### src/rtl/fsm_input_arbiter.sv
// rtl/fsm_input_arbiter.sv - round-robin arbiter sharing the FSM (i,j) inputs between two requesters
//
// Ports:
//   clk        clock, all logic on posedge
//   rstn       synchronous reset, active high (1 = reset)
//   req0/req1  requester wants the FSM inputs, held for the whole burst
//   len0/len1  burst length in cycles, sampled at the grant decision (0 acts as 1)
//   ij0/ij1    requester stimulus {i,j}, passed through while granted
//   gnt0/gnt1  requester owns the FSM inputs this cycle
//   i, j       FSM inputs
//   busy       high while granting or in the idle gap
//   done       pulse on the last granted cycle of a completed burst
//   abort      pulse when the owner drops its request mid-burst
module fsm_input_arbiter #(
  parameter int LEN_W      = 4,
  parameter int GAP_CYCLES = 1
) (
  input  logic             clk,
  input  logic             rstn,
  input  logic             req0,
  input  logic [LEN_W-1:0] len0,
  input  logic [1:0]       ij0,
  input  logic             req1,
  input  logic [LEN_W-1:0] len1,
  input  logic [1:0]       ij1,
  output logic             gnt0,
  output logic             gnt1,
  output logic             i,
  output logic             j,
  output logic             busy,
  output logic             done,
  output logic             abort
);

  localparam int GW       = $clog2(GAP_CYCLES + 2);
  localparam int GAP_LOAD = (GAP_CYCLES > 0) ? GAP_CYCLES - 1 : 0;

  typedef enum logic [1:0] {
    IDLE  = 2'd0,
    GRANT = 2'd1,
    GAP   = 2'd2
  } state_t;

  // With no gap configured a finished burst returns straight to arbitration.
  localparam state_t AFTER_BURST = (GAP_CYCLES > 0) ? GAP : IDLE;

  state_t           state, state_nxt;
  logic             owner, owner_nxt;
  logic             last_owner, last_owner_nxt;
  logic [LEN_W-1:0] cnt, cnt_nxt;
  logic [GW-1:0]    gap_cnt, gap_cnt_nxt;

  logic             pick;
  logic [LEN_W-1:0] pick_len;
  logic             owner_req;
  logic [1:0]       owner_ij;

  always_ff @(posedge clk) begin
    if (rstn) begin
      state      <= IDLE;
      owner      <= 1'b0;
      last_owner <= 1'b1;
      cnt        <= '0;
      gap_cnt    <= '0;
    end else begin
      state      <= state_nxt;
      owner      <= owner_nxt;
      last_owner <= last_owner_nxt;
      cnt        <= cnt_nxt;
      gap_cnt    <= gap_cnt_nxt;
    end
  end

  always_comb begin
    state_nxt      = state;
    owner_nxt      = owner;
    last_owner_nxt = last_owner;
    cnt_nxt        = cnt;
    gap_cnt_nxt    = gap_cnt;
    gnt0           = 1'b0;
    gnt1           = 1'b0;
    i              = 1'b0;
    j              = 1'b0;
    busy           = 1'b0;
    done           = 1'b0;
    abort          = 1'b0;

    // Contention goes to whoever did not own the previous burst.
    if (req0 && req1) begin
      pick = ~last_owner;
    end else begin
      pick = req1;
    end
    pick_len  = pick ? len1 : len0;
    owner_req = owner ? req1 : req0;
    owner_ij  = owner ? ij1 : ij0;

    case (state)
      IDLE: begin
        if (req0 || req1) begin
          state_nxt = GRANT;
          owner_nxt = pick;
          cnt_nxt   = (pick_len == '0) ? '0 : pick_len - LEN_W'(1);
        end
      end
      GRANT: begin
        busy   = 1'b1;
        gnt0   = ~owner;
        gnt1   = owner;
        {i, j} = owner_ij;
        // A dropped request takes precedence over completion on the last cycle.
        if (!owner_req) begin
          abort          = 1'b1;
          last_owner_nxt = owner;
          state_nxt      = AFTER_BURST;
          gap_cnt_nxt    = GW'(GAP_LOAD);
        end else if (cnt == '0) begin
          done           = 1'b1;
          last_owner_nxt = owner;
          state_nxt      = AFTER_BURST;
          gap_cnt_nxt    = GW'(GAP_LOAD);
        end else begin
          cnt_nxt = cnt - LEN_W'(1);
        end
      end
      GAP: begin
        busy = 1'b1;
        if (gap_cnt == '0) begin
          state_nxt = IDLE;
        end else begin
          gap_cnt_nxt = gap_cnt - GW'(1);
        end
      end
      default: begin
        state_nxt = IDLE;
      end
    endcase

    // Outputs stay quiet throughout reset, so an interrupted burst never pulses.
    if (rstn) begin
      gnt0  = 1'b0;
      gnt1  = 1'b0;
      i     = 1'b0;
      j     = 1'b0;
      busy  = 1'b0;
      done  = 1'b0;
      abort = 1'b0;
    end
  end

endmodule

### config.mk
export PLATFORM = sky130hd
export DESIGN_NAME = fsm_input_arbiter
export DESIGN_NICKNAME = d
export VERILOG_FILES = /design/src/rtl/fsm_input_arbiter.sv
export SDC_FILE = /design/constraint.sdc
export NUM_CORES = 1
export LEC_CHECK = 0
export CAP_MARGIN = 30
export CORE_UTILIZATION = 55
export CTS_CLUSTER_DIAMETER = 120
export DETAILED_ROUTE_END_ITERATION = 10
export DONT_BUFFER_PORTS = 1
export PLACE_DENSITY = 0.72
export SYNTH_ARGS = -nofsm -noshare
export SYNTH_HDL_FRONTEND = slang
export SYNTH_SLANG_ARGS = --single-unit
### constraint.sdc
create_clock -name clk -period 1.97 [get_ports clk]
set_clock_uncertainty 0.05 [all_clocks]
set_input_delay 0.394 -clock clk [delete_from_list [all_inputs] [get_ports clk]]
set_output_delay 0.394 -clock clk [all_outputs]
set_load 0.02 [all_outputs]
==> impl_metrics.json, run 1 <==
{
  "numCtsBuffers": 3,
  "cap_violations": 0,
  "grt_pass1_vias": 795,
  "multi_input_comb_area_um2": 651,
  "wl_per_cell_um": 15.9,
  "gp_congestion": 0.823,
  "cts_tree": "done",
  "grt_max_degree": 13,
  "pwr-share-seq": 0.319,
  "ant_nets": 0,
  "ctsRootBufferMaster": "clkbuf_4",
  "antenna_found_initial": 0,
  "power_mw": 0.836,
  "start_util": 0.629,
  "finalSetupTns_ps": 0,
  "htreeDepth": 1,
  "period_minus_slack_ps": 1910,
  "die_h_um": 41.8,
  "criticalPathCategory": "flop to primary output",
  "hold_start": "rstn",
  "relSlewSlack": 0.701,
  "drv_slew": 0,
  "avgViaCountPerCell": 6.51,
  "whs_ps": 129,
  "dpl.hpwl_um": 1480,
  "finalSetupViolCount": 0,
  "vias": 886,
  "r2r-end": "gap_cnt[1]",
  "fin_util": 0.712,
  "clockBufferDepth": 2,
  "p_leak_nw": 0.384,
  "final_area_um2": 985,
  "grt_pass1_wl_um": 3610,
  "instances_no_fill": 136,
  "syn2layout_area_growth_pct": 13.2,
  "drt-initial-drc-count": 47,
  "synth.top_cell.area_share": 0.230,
  "port_buffers": 0,
  "drt-total-wl_um": 2170,
  "tightestPinTransition_ps": 445,
  "hold_path.class": "input pin to flop",
  "synth_top_cell_by_area": "dfxtp_1",
  "nets": 144,
  "layout-drive-gt1-share": 0.223,
  "path_clk_slew_ps": 70,
  "yosys_warnings": 0,
  "area.sequential_um2": 203,
  "cp_data_required_time_ps": 1530,
  "die_w_um": 41.8,
  "track_usage": 0.262,
  "final_hold_viol_count": 0,
  "yosysSeqAreaShare": 0.230,
  "internal_power_mw": 0.496,
  "critPathLaunch": "cnt[1]",
  "dpl_cell_area_um2": 885,
  "start_kind": "flop",
  "clk_latency_ps": 270,
  "r2r_slack_ps": 70,
  "r2r-start": "cnt[1]",
  "syn_inst": 114,
  "final.fill_count": 122,
  "diodes": 0,
  "synth.avg_cell_area_um2": 7.63,
  "ff2ff_path_depth": 7,
  "power.share.switching": 0.406,
  "coreArea_um2": 1380,
  "p_switching_mw": 0.340,
  "synth_area_leaders": "dfxtp_1, ha_1, mux2i_1, nor2_1, o21ai_0",
  "whs_path_depth": 1,
  "max_freq_mhz": 523,
  "run_status": "finished, final reports clean",
  "pre_cts_ws_ps": 112,
  "rsz0062_at_grt": "true",
  "fp.dieArea_um2": 1740,
  "hold_path_end": "cnt[1]",
  "overflow": 0,
  "drc_errors": 0,
  "clock-sinks": 10,
  "setup_slack_ps": 58.0,
  "top_level_ports": 23,
  "rows": 13,
  "synth.distinct_cells": 33,
  "place_inst": 129,
  "cp_max_fo": 2,
  "vdd_drop_max_mv": 0.489,
  "cp.arrival_ps": 1470,
  "syn_nets": 135,
  "ys_ff_latch": 10,
  "p_comb_frac": 0.505,
  "netlist_area_um2": 870,
  "p_clk_frac": 0.176,
  "power.density_nw_per_um2": 849,
  "first_pass_iters": 5,
  "end_kind": "primary output",
  "period_share": 0.971
}
==> routing by layer <==
metal	up-vias	GRT usage	wire, um	part of all wire
met2	37	0.416	1060	0.49
met4	0	0.0387	19	0.0088
met1	412	0.360	964	0.44
li1	435	-	-	-
met3	2	0.0739	122	0.056
met5	-	0	0	0
==> synth_stat cells (all sizes together) <==
master / instances
nor2: 14
dfxtp: 10
o21ai: 10
inv: 9
nand2: 8
mux2i: 6
nand2b: 6
nor3: 6
ha: 5
a21oi: 4
o211ai: 4
buf: 3
o31ai: 3
a21boi: 2
a221oi: 2
a222oi: 2
a31oi: 2
nand3: 2
nor2b: 2
nor3b: 2
or2: 2
or3b: 2
a22oi: 1
a32o: 1
and3: 1
mux2: 1
nor4b: 1
o211a: 1
o22ai: 1
o31a: 1
==> state kept, by name, summed over array words and instances (netlist names) <==
register    cells
cnt             4
gap_cnt         2
last_owner      1
owner           1
state           2
==> placed cells by master (no fill, tap or decap), types with 2 or more instances in the layout <==
master     n
a21oi_1    4
a221oi_1   2
a222oi_1   2
a31oi_1    2
buf_4      6
clkbuf_4   3
dfxtp_1    8
dfxtp_2    2
ha_1       3
ha_4       2
inv_1      7
inv_2      2
mux2i_1    6
nand2_1    8
nand2b_1   5
nand3_1    2
nor2_1    13
nor2b_1    2
nor3_1     5
nor3b_1    2
o211ai_1   4
o21ai_0    9
o31ai_1    3
or2_2      2
==> cell families (layout without fill, tap and decap cells) <==
group	Yosys count	in the layout	share of synthesized area
simple gates	46	46	0.272
compound gates	34	34	0.271
buf+inv	12	19	0.0691
flops	10	10	0.230
mux	7	7	0.0863
fa+ha+maj	5	5	0.0719
==> timing repair <==
item / in CTS / in global routing
endpoints found under the hold margin: 0 / 0
setup buffers: 4 / 0
hold buffers: 0 / 0
pin swaps: 2 / 1
endpoints found under the setup margin: 6 / 6
resized for setup: 11 / 3
==> how the worst max path moves through the flow <==
stage | end | slack [ps] | cells after the start
after floorplan | done | 120 | 4
after global placement | gap_cnt[1] | 170 | 6
after detailed placement | done | 110 | 5
after CTS | done | 10 | 5
after global routing | done | -2 | 5
final | done | 60 | 5
==> critical path, cell delays in order (launching register included) <==
cell	delay, ps
dfxtp_2	320
inv_2	70
ha_4	130
or3b_4	400
nor3_4	140
buf_6	140
==> layout make-up <==
cell class,count,share of cell area
repair buffers,7,0.0572
multi-input cells,92,0.661
inverters,9,0.0343
clock buffers,3,0.0229
well taps,15,0.0191
flip-flops and latches,10,0.206
==> power by group through the flow <==
stage          logic (mW)  clock network, mW  registers (mW)
2_1_floorplan       0.285                  0           0.257
3_3_place_gp        0.324                  0           0.263
3_5_place_dp        0.333                  0           0.265
4_1_cts             0.397              0.148           0.263
5_1_grt             0.469              0.159           0.271
6_report            0.422              0.147           0.266
Note: power is estimated with default switching activity, not from simulation.
==> run 2, diff against run 1 <==
CORE_UTILIZATION = 61   (was 55)
PLACE_DENSITY = 0.79   (was 0.72)
==> impl_metrics.json, run 2 (synthesis results as in run 1) <==
{
  "whs_ps": 129,
  "cp.arrival_ps": 1530,
  "antenna_found_initial": 0,
  "numCtsBuffers": 3,
  "violations": "setup timing",
  "hold_path.class": "input pin to flop",
  "final.fill_count": 97,
  "port_buffers": 0,
  "largest_reg_flops": 4,
  "syn2layout_area_growth_pct": 9.50,
  "htreeDepth": 1,
  "track_usage": 0.261,
  "cap_violations": 0,
  "fp.dieArea_um2": 1580,
  "power.density_nw_per_um2": 835,
  "ant_nets": 0,
  "die_w_um": 39.8,
  "cts_tree": "done",
  "pre_cts_ws_ps": 136,
  "avgViaCountPerCell": 6.34,
  "period_share": 1.00,
  "vias": 856,
  "grt_pass1_vias": 664,
  "grt_pass1_wl_um": 2750,
  "tightestPinTransition_ps": 504,
  "dpl.hpwl_um": 1390,
  "final_common_cell": "nor2_1",
  "top_register": "cnt",
  "nets": 143,
  "first_pass_iters": 4,
  "setup_slack_ps": -2.39,
  "cpPeakStageDelay_ps": 370,
  "clk_latency_ps": 270,
  "diodes": 0,
  "overflow": 0,
  "clockBufferDepth": 2,
  "layout-drive-gt1-share": 0.200,
  "start_kind": "flop",
  "period_minus_slack_ps": 1970,
  "vdd_drop_max_mv": 0.506,
  "wl_per_cell_um": 14.1,
  "ctsRootBufferMaster": "clkbuf_4",
  "die_h_um": 39.8,
  "p_leak_nw": 0.372,
  "criticalPathCategory": "flop to primary output",
  "rsz0062_at_grt": "true",
  "drc_errors": 0,
  "rows": 13,
  "max_freq_mhz": 507,
  "postCtsHoldBufs": 0,
  "gp_congestion": 0.727,
  "dpl_cell_area_um2": 877,
  "clock-sinks": 10,
  "finalSetupViolCount": 1,
  "coreArea_um2": 1320,
  "final_area_um2": 952,
  "path_clk_slew_ps": 80,
  "end_kind": "primary output",
  "drt-initial-drc-count": 21,
  "path_buf_inv": 1,
  "start_util": 0.660,
  "run_status": "complete, but fails checks",
  "relSlewSlack": 0.660,
  "critPathTopFamily": "simple AND/OR/NAND/NOR gates",
  "cp_data_required_time_ps": 1530,
  "critical_path.slowest_cell": "nor2_1",
  "drv_slew": 0,
  "crit_chain": "inv_1 > ha_2 > nand2b_1 > nor2_1",
  "final_hold_viol_count": 0,
  "drt-total-wl_um": 1900,
  "cp_max_fo": 9,
  "grt_max_degree": 13,
  "top_level_ports": 23,
  "mostFrequentLayoutCells": "nor2_1, o21ai_0, nand2_1, dfxtp_1, inv_1",
  "top_regs": "cnt (4), gap_cnt (2), state (2)"
}
==> run 2: repair_timing <==
| item | CTS | global route |
|---|---|---|
| gates cloned | 0 | 0 |
| buffers inserted | 1 | 3 |
| pin swaps | 0 | 2 |
| setup endpoints to repair | 6 | 6 |
| resized for setup | 4 | 4 |
==> run 2: metal layers <==
metal	global-route usage	up-vias	routed length, um
met5	0	-	0
met4	0.112	0	12
li1	-	432	-
met3	0.0795	2	86
met1	0.344	397	942
met2	0.381	25	859
==> run 2: final timing paths <==
check              from    endpoint  slack (ps)  depth (start not counted)
max            state[1]           j          -2                          4
min                rstn  gap_cnt[0]         130                          1
max reg2reg    state[0]      cnt[2]         160                          6
min reg2reg  last_owner  last_owner         450                          2
==> run 2: area by class of cell <==
type / instances / area (um2) / area share
Multi-Input combinational cell: 92 / 629 / 0.661
Timing Repair Buffer: 6 / 45.0 / 0.0473
Tap cell: 15 / 18.8 / 0.0197
Inverter: 9 / 33.8 / 0.0355
Sequential cell: 10 / 203 / 0.213
Clock buffer: 3 / 22.5 / 0.0237
==> run 2: stage by stage <==
stage / setup TNS [ps] / util / instances / total power, mW
2_1_floorplan: 0 / - / 114 / 0.542
3_5_place_dp: 0 / 0.666 / 128 / 0.590
6_report: -2.39 / 0.723 / 135 / 0.795
3_3_place_gp: 0 / 0.666 / 128 / 0.583
5_1_grt: -310 / 0.723 / 135 / 0.850
4_1_cts: 0 / 0.696 / 132 / 0.756
==> run 2: power by group <==
group	total (mW)	switching [mW]	internal, mW
Clock	0.149	0.0779	0.0706
Combinational	0.380	0.203	0.176
Sequential	0.267	0.0318	0.235
